File: src/rtl/frame_obj_pkg.sv
// Shared constants, object codes and BCD converter state for the frame object mapper.
package frame_obj_pkg;

  localparam int NUM_FLOORS = 8;
  localparam int COORD_W    = 10;
  localparam int DOODLE_W   = 32;
  localparam int DOODLE_H   = 32;
  localparam int FLOOR_W    = 60;
  localparam int FLOOR_H    = 10;
  localparam int NUM_OBJS   = NUM_FLOORS + 1;

  // Sprite sizes widened to the 11-bit difference width used by the hit test.
  localparam logic [COORD_W:0] DOODLE_W_EXT = (COORD_W + 1)'(DOODLE_W);
  localparam logic [COORD_W:0] DOODLE_H_EXT = (COORD_W + 1)'(DOODLE_H);
  localparam logic [COORD_W:0] FLOOR_W_EXT  = (COORD_W + 1)'(FLOOR_W);
  localparam logic [COORD_W:0] FLOOR_H_EXT  = (COORD_W + 1)'(FLOOR_H);

  localparam logic [1:0] OBJ_NONE   = 2'd0;
  localparam logic [1:0] OBJ_DOODLE = 2'd1;
  localparam logic [1:0] OBJ_FLOOR  = 2'd2;

  typedef enum logic [1:0] {
    BCD_IDLE,
    BCD_LOAD,
    BCD_SHIFT,
    BCD_DONE
  } bcd_state_e;

  // Double-dabble correction: every BCD digit >= 5 gets +3 before the shift.
  function automatic logic [19:0] dabble_adjust(input logic [19:0] acc);
    logic [19:0] r;
    r = acc;
    for (int d = 0; d < 5; d++) begin
      if (acc[d*4 +: 4] >= 4'd5) r[d*4 +: 4] = acc[d*4 +: 4] + 4'd3;
    end
    return r;
  endfunction

endpackage

File: src/rtl/frame_object_mapper_bin2bcd.sv
// Sequential 16-bit to 5-digit BCD converter (double dabble, one bit per cycle).
// start_i is accepted whenever busy_o is low, including the DONE cycle.
module bin2bcd_seq
  import frame_obj_pkg::*;
(
  input  logic        clk,
  input  logic        rst,
  input  logic        start_i,
  input  logic [15:0] bin_i,
  output logic        busy_o,
  output logic        done_o,
  output logic [19:0] bcd_o
);

  bcd_state_e  state_q;
  logic [15:0] work_q;
  logic [19:0] acc_q;
  logic [3:0]  cnt_q;
  logic [19:0] bcd_q;
  logic        done_q;
  logic [35:0] shifted_d;

  assign shifted_d = {dabble_adjust(acc_q), work_q} << 1;

  // NOTE: sequential state is written with <= only, so every register sees pre-edge values.
  always_ff @(posedge clk or posedge rst) begin
    if (rst) begin
      state_q <= BCD_IDLE;
      work_q  <= '0;
      acc_q   <= '0;
      cnt_q   <= '0;
      bcd_q   <= '0;
      done_q  <= 1'b0;
    end else begin
      done_q <= 1'b0;
      case (state_q)
        BCD_IDLE: begin
          if (start_i) state_q <= BCD_LOAD;
        end
        BCD_LOAD: begin
          work_q  <= bin_i;
          acc_q   <= '0;
          cnt_q   <= '0;
          state_q <= BCD_SHIFT;
        end
        BCD_SHIFT: begin
          acc_q  <= shifted_d[35:16];
          work_q <= shifted_d[15:0];
          cnt_q  <= cnt_q + 4'd1;
          // Result and pulse are registered on the last shift so they appear in DONE.
          if (cnt_q == 4'd15) begin
            bcd_q   <= shifted_d[35:16];
            done_q  <= 1'b1;
            state_q <= BCD_DONE;
          end
        end
        BCD_DONE: begin
          state_q <= start_i ? BCD_LOAD : BCD_IDLE;
        end
        default: state_q <= BCD_IDLE;
      endcase
    end
  end

  assign busy_o = (state_q == BCD_LOAD) || (state_q == BCD_SHIFT);
  assign done_o = done_q;
  assign bcd_o  = bcd_q;

endmodule

File: src/rtl/frame_object_mapper.sv
// Per-frame coordinate shadowing, 2-stage pixel hit test and score-to-BCD conversion
// for the doodle/platform sprite renderer.
module frame_object_mapper
  import frame_obj_pkg::*;
(
  input  logic                          clk,
  input  logic                          rst,
  input  logic                          frame_start_i,
  input  logic [COORD_W-1:0]            doodle_x_i,
  input  logic [COORD_W-1:0]            doodle_y_i,
  input  logic [NUM_FLOORS*COORD_W-1:0] floor_x_i,
  input  logic [NUM_FLOORS*COORD_W-1:0] floor_y_i,
  input  logic [15:0]                   score_i,
  input  logic                          pix_valid_i,
  input  logic [COORD_W-1:0]            draw_x_i,
  input  logic [COORD_W-1:0]            draw_y_i,
  output logic                          obj_valid_o,
  output logic [1:0]                    obj_code_o,
  output logic [2:0]                    obj_idx_o,
  output logic [5:0]                    rel_x_o,
  output logic [5:0]                    rel_y_o,
  output logic [19:0]                   score_bcd_o,
  output logic                          bcd_done_o
);

  logic [COORD_W-1:0]            doodle_x_q, doodle_y_q;
  logic [NUM_FLOORS*COORD_W-1:0] floor_x_q, floor_y_q;
  logic [15:0]                   score_q;
  logic                          loaded_q;

  always_ff @(posedge clk or posedge rst) begin
    if (rst) begin
      doodle_x_q <= '0;
      doodle_y_q <= '0;
      floor_x_q  <= '0;
      floor_y_q  <= '0;
      score_q    <= '0;
      loaded_q   <= 1'b0;
    end else if (frame_start_i) begin
      doodle_x_q <= doodle_x_i;
      doodle_y_q <= doodle_y_i;
      floor_x_q  <= floor_x_i;
      floor_y_q  <= floor_y_i;
      score_q    <= score_i;
      loaded_q   <= 1'b1;
    end
  end

  // Stage 1: per-object offset and bounds test; object 0 is the doodle, 1..8 the floors.
  logic [NUM_OBJS-1:0]      hit_d;
  logic [NUM_OBJS-1:0][5:0] rx_d, ry_d;
  logic [COORD_W-1:0]       ox, oy;
  logic [COORD_W:0]         dx, dy, w, h;

  // NOTE: every always_comb output gets a default first so no path infers a latch.
  always_comb begin
    hit_d = '0;
    rx_d  = '0;
    ry_d  = '0;
    ox    = '0;
    oy    = '0;
    dx    = '0;
    dy    = '0;
    w     = '0;
    h     = '0;
    for (int i = 0; i < NUM_OBJS; i++) begin
      if (i == 0) begin
        ox = doodle_x_q;
        oy = doodle_y_q;
        w  = DOODLE_W_EXT;
        h  = DOODLE_H_EXT;
      end else begin
        ox = floor_x_q[(i-1)*COORD_W +: COORD_W];
        oy = floor_y_q[(i-1)*COORD_W +: COORD_W];
        w  = FLOOR_W_EXT;
        h  = FLOOR_H_EXT;
      end
      dx = {1'b0, draw_x_i} - {1'b0, ox};
      dy = {1'b0, draw_y_i} - {1'b0, oy};
      hit_d[i] = loaded_q && pix_valid_i && !dx[COORD_W] && !dy[COORD_W]
                 && (dx < w) && (dy < h);
      rx_d[i]  = dx[5:0];
      ry_d[i]  = dy[5:0];
    end
  end

  logic                     s1_valid_q;
  logic [NUM_OBJS-1:0]      s1_hit_q;
  logic [NUM_OBJS-1:0][5:0] s1_rx_q, s1_ry_q;

  always_ff @(posedge clk or posedge rst) begin
    if (rst) begin
      s1_valid_q <= 1'b0;
      s1_hit_q   <= '0;
      s1_rx_q    <= '0;
      s1_ry_q    <= '0;
    end else begin
      s1_valid_q <= pix_valid_i;
      s1_hit_q   <= hit_d;
      s1_rx_q    <= rx_d;
      s1_ry_q    <= ry_d;
    end
  end

  // Stage 2: priority select; descending scan lets the lowest floor win, doodle overrides all.
  logic [1:0] code_d;
  logic [2:0] idx_d;
  logic [5:0] rel_x_d, rel_y_d;

  always_comb begin
    code_d  = OBJ_NONE;
    idx_d   = '0;
    rel_x_d = '0;
    rel_y_d = '0;
    for (int i = NUM_OBJS - 1; i >= 1; i--) begin
      if (s1_hit_q[i]) begin
        code_d  = OBJ_FLOOR;
        idx_d   = 3'(i - 1);
        rel_x_d = s1_rx_q[i];
        rel_y_d = s1_ry_q[i];
      end
    end
    if (s1_hit_q[0]) begin
      code_d  = OBJ_DOODLE;
      idx_d   = '0;
      rel_x_d = s1_rx_q[0];
      rel_y_d = s1_ry_q[0];
    end
  end

  always_ff @(posedge clk or posedge rst) begin
    if (rst) begin
      obj_valid_o <= 1'b0;
      obj_code_o  <= OBJ_NONE;
      obj_idx_o   <= '0;
      rel_x_o     <= '0;
      rel_y_o     <= '0;
    end else begin
      obj_valid_o <= s1_valid_q;
      obj_code_o  <= code_d;
      obj_idx_o   <= idx_d;
      rel_x_o     <= rel_x_d;
      rel_y_o     <= rel_y_d;
    end
  end

  // A frame_start arriving mid-conversion is remembered and replayed from the DONE cycle.
  logic bcd_busy, bcd_start, pending_q, pending_d;

  assign bcd_start = frame_start_i | pending_q;

  always_comb begin
    pending_d = pending_q;
    if (bcd_start && !bcd_busy) pending_d = 1'b0;
    if (frame_start_i && bcd_busy) pending_d = 1'b1;
  end

  always_ff @(posedge clk or posedge rst) begin
    if (rst) pending_q <= 1'b0;
    else     pending_q <= pending_d;
  end

  bin2bcd_seq u_bin2bcd (
    .clk     (clk),
    .rst     (rst),
    .start_i (bcd_start),
    .bin_i   (score_q),
    .busy_o  (bcd_busy),
    .done_o  (bcd_done_o),
    .bcd_o   (score_bcd_o)
  );

endmodule

File: config.mk
export PLATFORM = sky130hd
export DESIGN_NAME = frame_object_mapper
export DESIGN_NICKNAME = d
export VERILOG_FILES = /design/src/rtl/frame_obj_pkg.sv /design/src/rtl/frame_object_mapper_bin2bcd.sv /design/src/rtl/frame_object_mapper.sv
export SDC_FILE = /design/constraint.sdc
export NUM_CORES = 1
export LEC_CHECK = 0
export BUFFER_PORTS_ARGS = -buffer_cell sky130_fd_sc_hd__buf_4
export CAP_MARGIN = 5
export CORE_MARGIN = 5
export CORE_UTILIZATION = 50
export CTS_BUF_LIST = sky130_fd_sc_hd__clkbuf_4
export DETAILED_ROUTE_END_ITERATION = 12
export MAX_ROUTING_LAYER = met4
export PLACE_DENSITY = 0.66
export SLEW_MARGIN = 20
export SYNTH_ARGS = -nofsm -noshare
export SYNTH_HDL_FRONTEND = slang
export SYNTH_SLANG_ARGS = --single-unit
File: constraint.sdc
create_clock -name clk -period 36.4 [get_ports clk]
set_input_delay 3.64 -clock clk [delete_from_list [all_inputs] [get_ports clk]]
set_output_delay 3.64 -clock clk [all_outputs]
set_load 0.05 [all_outputs]
Yosys cells after proc, flatten, opt, wreduce, memory -nomap -nowiden
Index checks and enable logic that the tools add are counted.
- add/sub/neg operators: 24
- multipliers: 0
- divide/modulo/power cells: 0
- order comparisons: 23
- eq/ne operators: 6
- shifts and indexed selects: 0
- mux-type cells: 52
- bitwise gates (word level): 1
- reductions and logical operators: 64
- operators with widths (operator ; number):
    $sub A10 B10 Y11 ; 18
    $lt A11 B6 Y1 const B ; 10
    $mux W6 ; 18
    $lt A11 B4 Y1 const B ; 8
    $pmux W20 S2 ; 1
    $logic_and A1 B1 Y1 ; 39
    $pmux W16 S2 ; 1
    $mux W3 ; 10
    $mux W2 ; 11
    $ge A4 B3 Y1 const B ; 5
    $logic_not A1 Y1 ; 19
    $add A4 B2 Y4 const B ; 4
    $mux W4 ; 4
    $pmux W2 S4 ; 1
    $pmux W4 S2 ; 1
    $mux W1 ; 5
    $add A4 B1 Y4 const B ; 1
    $eq A2 B2 Y1 const B ; 2
    $eq A4 B4 Y1 const B ; 1
    $reduce_and A2 Y1 ; 2
    $reduce_bool A2 Y1 ; 2
    $add A3 B2 Y3 const B ; 1
    $eq A2 B1 Y1 const B ; 1
    $logic_not A2 Y1 ; 1
    other kinds (4) ; 4
- flip-flop bits (word level): 397
- bits in latches: 0
- memory bits (writable): 0
- memory bits (read-only): 0
- input bits: 220
- output and inout port bits: 39
- logic and storage cells: 208
- memories kept: 0

Depth between registers and ports, before layout
- depth after elaboration: 9
- depth in mapped cells: 12
- mapped depth without buffers: 12

By module
A second synthesis with hierarchy kept.
- cells, all modules: 2354
- area total of the unflattened synthesis: 22230.1 sq um
- by module, submodules not included (module ; instances ; cells each ; area each (sq um) ; sequential area each (sq um)):
    frame_object_mapper ; 1 ; 2068 ; 19199.7 ; 8358.0
    bin2bcd_seq ; 1 ; 286 ; 3030.4 ; 1576.5

Least setup slack after synthesis
Ideal clock, no wire load.
- path type: input to register
- start point: in draw_x_i[0]
- end point: reg s1_hit_q[7]
- setup time: 0.096 ns
- data arrival time: 6.043 ns
- required time: 36.304 ns
- path slack: 30.261 ns
- stages: 12
- path buffers: 0
- cells stage by stage: inv_1 ha_1 inv_1 fa_1 a211oi_2 o21bai_1 a21oi_2 xnor2_1 a2111oi_4 nand3b_1 or4_1 nor4_2
- longest elaborated chain between the ends: 6
- elaborated cells between the ends (all ways): 7
- classes of those cells: add/sub (1); order compare (1); reduce/logical (5)
- RTL lines (element ; RTL line ; text):
    start, declared ; frame_object_mapper.sv:15 ; input logic [COORD_W-1:0] draw_x_i,
    $sub A10 B10 Y11 * ; frame_object_mapper.sv:78 ; dx = {1'b0, draw_x_i} - {1'b0, ox};
    branches (longest 3 deep; another with $lt A11 B6 Y1) ; -- ;
    $logic_and A1 B1 Y1 * (2 in a row) ; frame_object_mapper.sv:81 ; && (dx < w) && (dy < h);
    net hit_d[7] ; frame_object_mapper.sv:50 ; logic [NUM_OBJS-1:0] hit_d;
    end signal, assigned ; frame_object_mapper.sv:99 ; s1_hit_q <= hit_d;
    end, declared ; frame_object_mapper.sv:88 ; logic [NUM_OBJS-1:0] s1_hit_q;
Mark *: on every way through the listed nets, which the timed path passes.
A chain may end at the register's enable or synchronous reset.

Final worst setup path
Same ends and word-level chain as after synthesis.

==> flow_metrics.env <==
export IMPL_multi_input_area_um2=11200
export IMPL_startpoint="draw_x_i[0]"
export IMPL_antenna_found_initial=4
export IMPL_clock_skew_ns=0.0528
export IMPL_cts_max_level=3
export IMPL_final_area_um2=26300
export IMPL_fin_crit_sh=0.161
export IMPL_drv_cap=0
export IMPL_clkLatencyLatePin_ns=0.88
export IMPL_crit_required_ns=37.16
export IMPL_antenna_left=0
export IMPL_place_ws_ns=29.72
export IMPL_status="finished clean"
export IMPL_setup_ws_ns=30.55
export IMPL_rrSetupSlack_ns=33.53
export IMPL_syn_inst=2395
export IMPL_min_from="s1_valid_q"
export IMPL_rsz0062_at_grt="no"
export IMPL_crit_arrival_ns=6.61
export IMPL_ir_drop_v=0.0000631
export IMPL_gp_congestion=0.932
export IMPL_rows=77
export IMPL_ios=259
export IMPL_layout_min_cycle_time_ns=5.85
export IMPL_cts_sinks=397
export IMPL_tritoncts="yes"
export IMPL_critical_path_max_stage_delay_ns=0.49
export IMPL_clkTransAtPathRegs_ns=0.06
export IMPL_placed_area_um2=25000
export IMPL_postLayoutCoreUtil=0.594
export IMPL_p_per_area_nw_per_um2=50.1
export IMPL_dieArea_um2=49300
export IMPL_crit_type="primary input to flop"
export IMPL_cp_start_kind="primary input"
export IMPL_yosysWarnings=0
export IMPL_fp_dieH_um=222
export IMPL_drt_initial_drc_count=1242
export IMPL_end_kind="flop"
export IMPL_max_freq_mhz=171
export IMPL_num_vias=18300
export IMPL_grt_pass1_wl_mm=97.2
export IMPL_grt_max_degree=166
export IMPL_port_buffers=258
export IMPL_syn_area_um2=22500
export IMPL_tns_ns=0
export IMPL_cts_root_buffer="clkbuf_4"
export IMPL_synth_edff_count=0
export IMPL_synth_area_per_cell_um2=9.38
export IMPL_yosysSeqAreaShare=0.442
export IMPL_synth_net_count=2828
export IMPL_grt_usage=0.251
export IMPL_yosys_most_used_dff="dfrtp_1"
export IMPL_cts_buffer_depth=3
export IMPL_yosys_cell_types_count=75
export IMPL_start_util=0.507
export IMPL_grt_ovfl_total=0
export IMPL_hold_buffers=0
export IMPL_finalPower_w=0.00132
export IMPL_die_width_um=222
export IMPL_async_flop_share=1.00
export IMPL_p_leak_nw=12.5
export IMPL_rr_worst_depth=11
export IMPL_area_delta_synth_final_pct=17.2
export IMPL_critical_path_endpoint="s1_hit_q[7]"
export IMPL_cpMaxStageDelayCell="or4_1"
export IMPL_cts_resized=0
export IMPL_core_um2=44300
export IMPL_nFillCells=3958
export IMPL_register_area_um2=9930
export IMPL_ys_ff_latch=397
export IMPL_drc=0
export IMPL_first_pass_iters=6
export IMPL_drive_gt1_frac=0.181
export IMPL_maxSlewHeadroom=0.321
export IMPL_wirelength_mm=60.9
export IMPL_wl_per_cell_um=18.0
export IMPL_setup_viol=0
export IMPL_nets=3133
export IMPL_numCtsBuffers=110
export IMPL_path_cells="buf_4 -> inv_1 -> ha_1 -> inv_1 -> fa_1 -> a211oi_2 -> o21bai_1 -> a21oi_2 -> xnor2_1 -> a2111oi_4 -> nand3b_1 -> or4_1 -> nor4_2"
export IMPL_hold_viol=0
export IMPL_r2r_end="s1_hit_q[7]"
export IMPL_post_dp_hpwl_mm=45.3
export IMPL_grt_pass1_vias=18500
export IMPL_r2r_start="floor_x_q[60]"
export IMPL_vias_per_cell=5.41
export IMPL_hold_class="flop to flop"
export IMPL_cp_max_fo=9
export IMPL_slew_viol_final=0
export IMPL_postCtsSetupBuffers=0
export IMPL_cpMostUsedCell="inv_1"
export IMPL_worst_pin_slew_ns=1.02
## worst max-delay path, delay by kind of cell
family / cells / cell delay (ns)
adder cells (fa/ha/maj): 2 / 0.68
buffers and inverters: 3 / 0.53
XOR/XNOR: 1 / 0.14
AND/OR/NAND/NOR: 3 / 0.86
AO/OA/AOI/OAI: 4 / 0.76
## power by group
part	switching [W]	internal (W)	total, W
logic	0.000238	0.000146	0.000385
clock network	0.000193	0.000201	0.000394
registers	0.0000289	0.000511	0.000540
## how the worst min path moves through the flow
stage | endpoint | slack [ns] | cells after the start
after CTS | obj_valid_o | 0.42 | 0
final | obj_valid_o | 0.42 | 0
after floorplan | obj_valid_o | 0.33 | 0
after detailed placement | obj_valid_o | 0.41 | 0
after global routing | obj_valid_o | 0.42 | 0
after global placement | obj_valid_o | 0.40 | 0
## state kept, by name (all words and copies together), names as in the netlist
| register | flops |
|---|---|
| doodle_x_q | 10 |
| doodle_y_q | 10 |
| floor_x_q | 80 |
| floor_y_q | 80 |
| loaded_q | 1 |
| obj_code_o | 2 |
| obj_idx_o | 3 |
| obj_valid_o | 1 |
| pending_q | 1 |
| rel_x_o | 6 |
| rel_y_o | 6 |
| s1_hit_q | 9 |
| s1_rx_q | 54 |
| s1_ry_q | 54 |
| s1_valid_q | 1 |
| score_q | 16 |
| u_bin2bcd.acc_q | 20 |
| u_bin2bcd.bcd_o | 20 |
| u_bin2bcd.cnt_q | 4 |
| u_bin2bcd.done_o | 1 |
| u_bin2bcd.state_q | 2 |
| u_bin2bcd.work_q | 16 |
## per-layer routing
metal,GRT usage,part of all wire
met3,0.0712,0.072
met2,0.387,0.46
met1,0.327,0.44
met4,0.0770,0.027
met5,-,0
## final cells by class
cell class,instances,share of cell area
Clock inverter,34,0.00584
Antenna cell,8,0.000760
Sequential cell,397,0.377
Multi-Input combinational cell,1638,0.424
Clock buffer,160,0.0456
Timing Repair Buffer,267,0.0769
Tap cell,592,0.0281
Inverter,286,0.0411
## stage by stage
stage / cells / hold WS, ns
2_1_floorplan: 2395 / 0.331
3_3_place_gp: 3180 / 0.403
3_5_place_dp: 3180 / 0.407
4_1_cts: 3374 / 0.416
5_1_grt: 3382 / 0.423
6_report: 3382 / 0.418
## cell families (layout without fill, tap and decap cells)
family                   after synthesis  in the layout  share of synthesized area
adder cells (fa/ha/maj)              213            213                      0.125
flip-flops                           397            397                      0.442
multiplexers                          89             89                     0.0421
buffers and inverters                360            747                     0.0602
XOR/XNOR                              70             70                     0.0273
AND/OR/NAND/NOR                      586            586                      0.121
AO/OA/AOI/OAI                        680            680                      0.182
other                                  0              8                          0
## cells in the final DEF (no fill, tap or decap), types with 11 or more instances in the layout
cell	netlist	routed
mux2i_1	45	45
nand2_1	240	240
xnor2_1	54	54
clkinv_1	0	25
nor3_1	39	39
nor2_1	139	139
xor2_1	16	16
buf_4	0	265
nor4_1	12	12
o31a_1	20	20
dfrtp_1	397	397
nand3_1	13	13
o22ai_1	23	23
a31oi_1	21	21
a211oi_1	12	12
fa_1	18	18
a211o_1	11	11
o21ai_0	304	304
a21o_1	14	14
ha_1	195	195
nand2b_1	34	34
nor3b_1	12	12
mux2_2	44	44
nor2b_1	42	42
clkbuf_4	0	160
inv_1	286	285
o21a_1	41	41
a22oi_1	16	16
a21oi_1	131	131
## synthesized netlist by cell type, types with 13 or more instances
library cell,number,share of area
a21o_1,14,0.0047
a21oi_1,131,0.029
a22oi_1,16,0.0053
a31oi_1,21,0.0058
clkbuf_1,68,0.011
dfrtp_1,397,0.44
fa_1,18,0.016
ha_1,195,0.11
inv_1,286,0.048
mux2_2,44,0.022
mux2i_1,45,0.020
nand2_1,240,0.040
nand2b_1,34,0.0095
nand3_1,13,0.0029
nor2_1,139,0.023
nor2b_1,42,0.012
nor3_1,39,0.0087
o21a_1,41,0.014
o21ai_0,304,0.068
o22ai_1,23,0.0064
o31a_1,20,0.0078
xnor2_1,54,0.021
xor2_1,16,0.0062
Note: power is estimated with default switching activity, not from simulation.
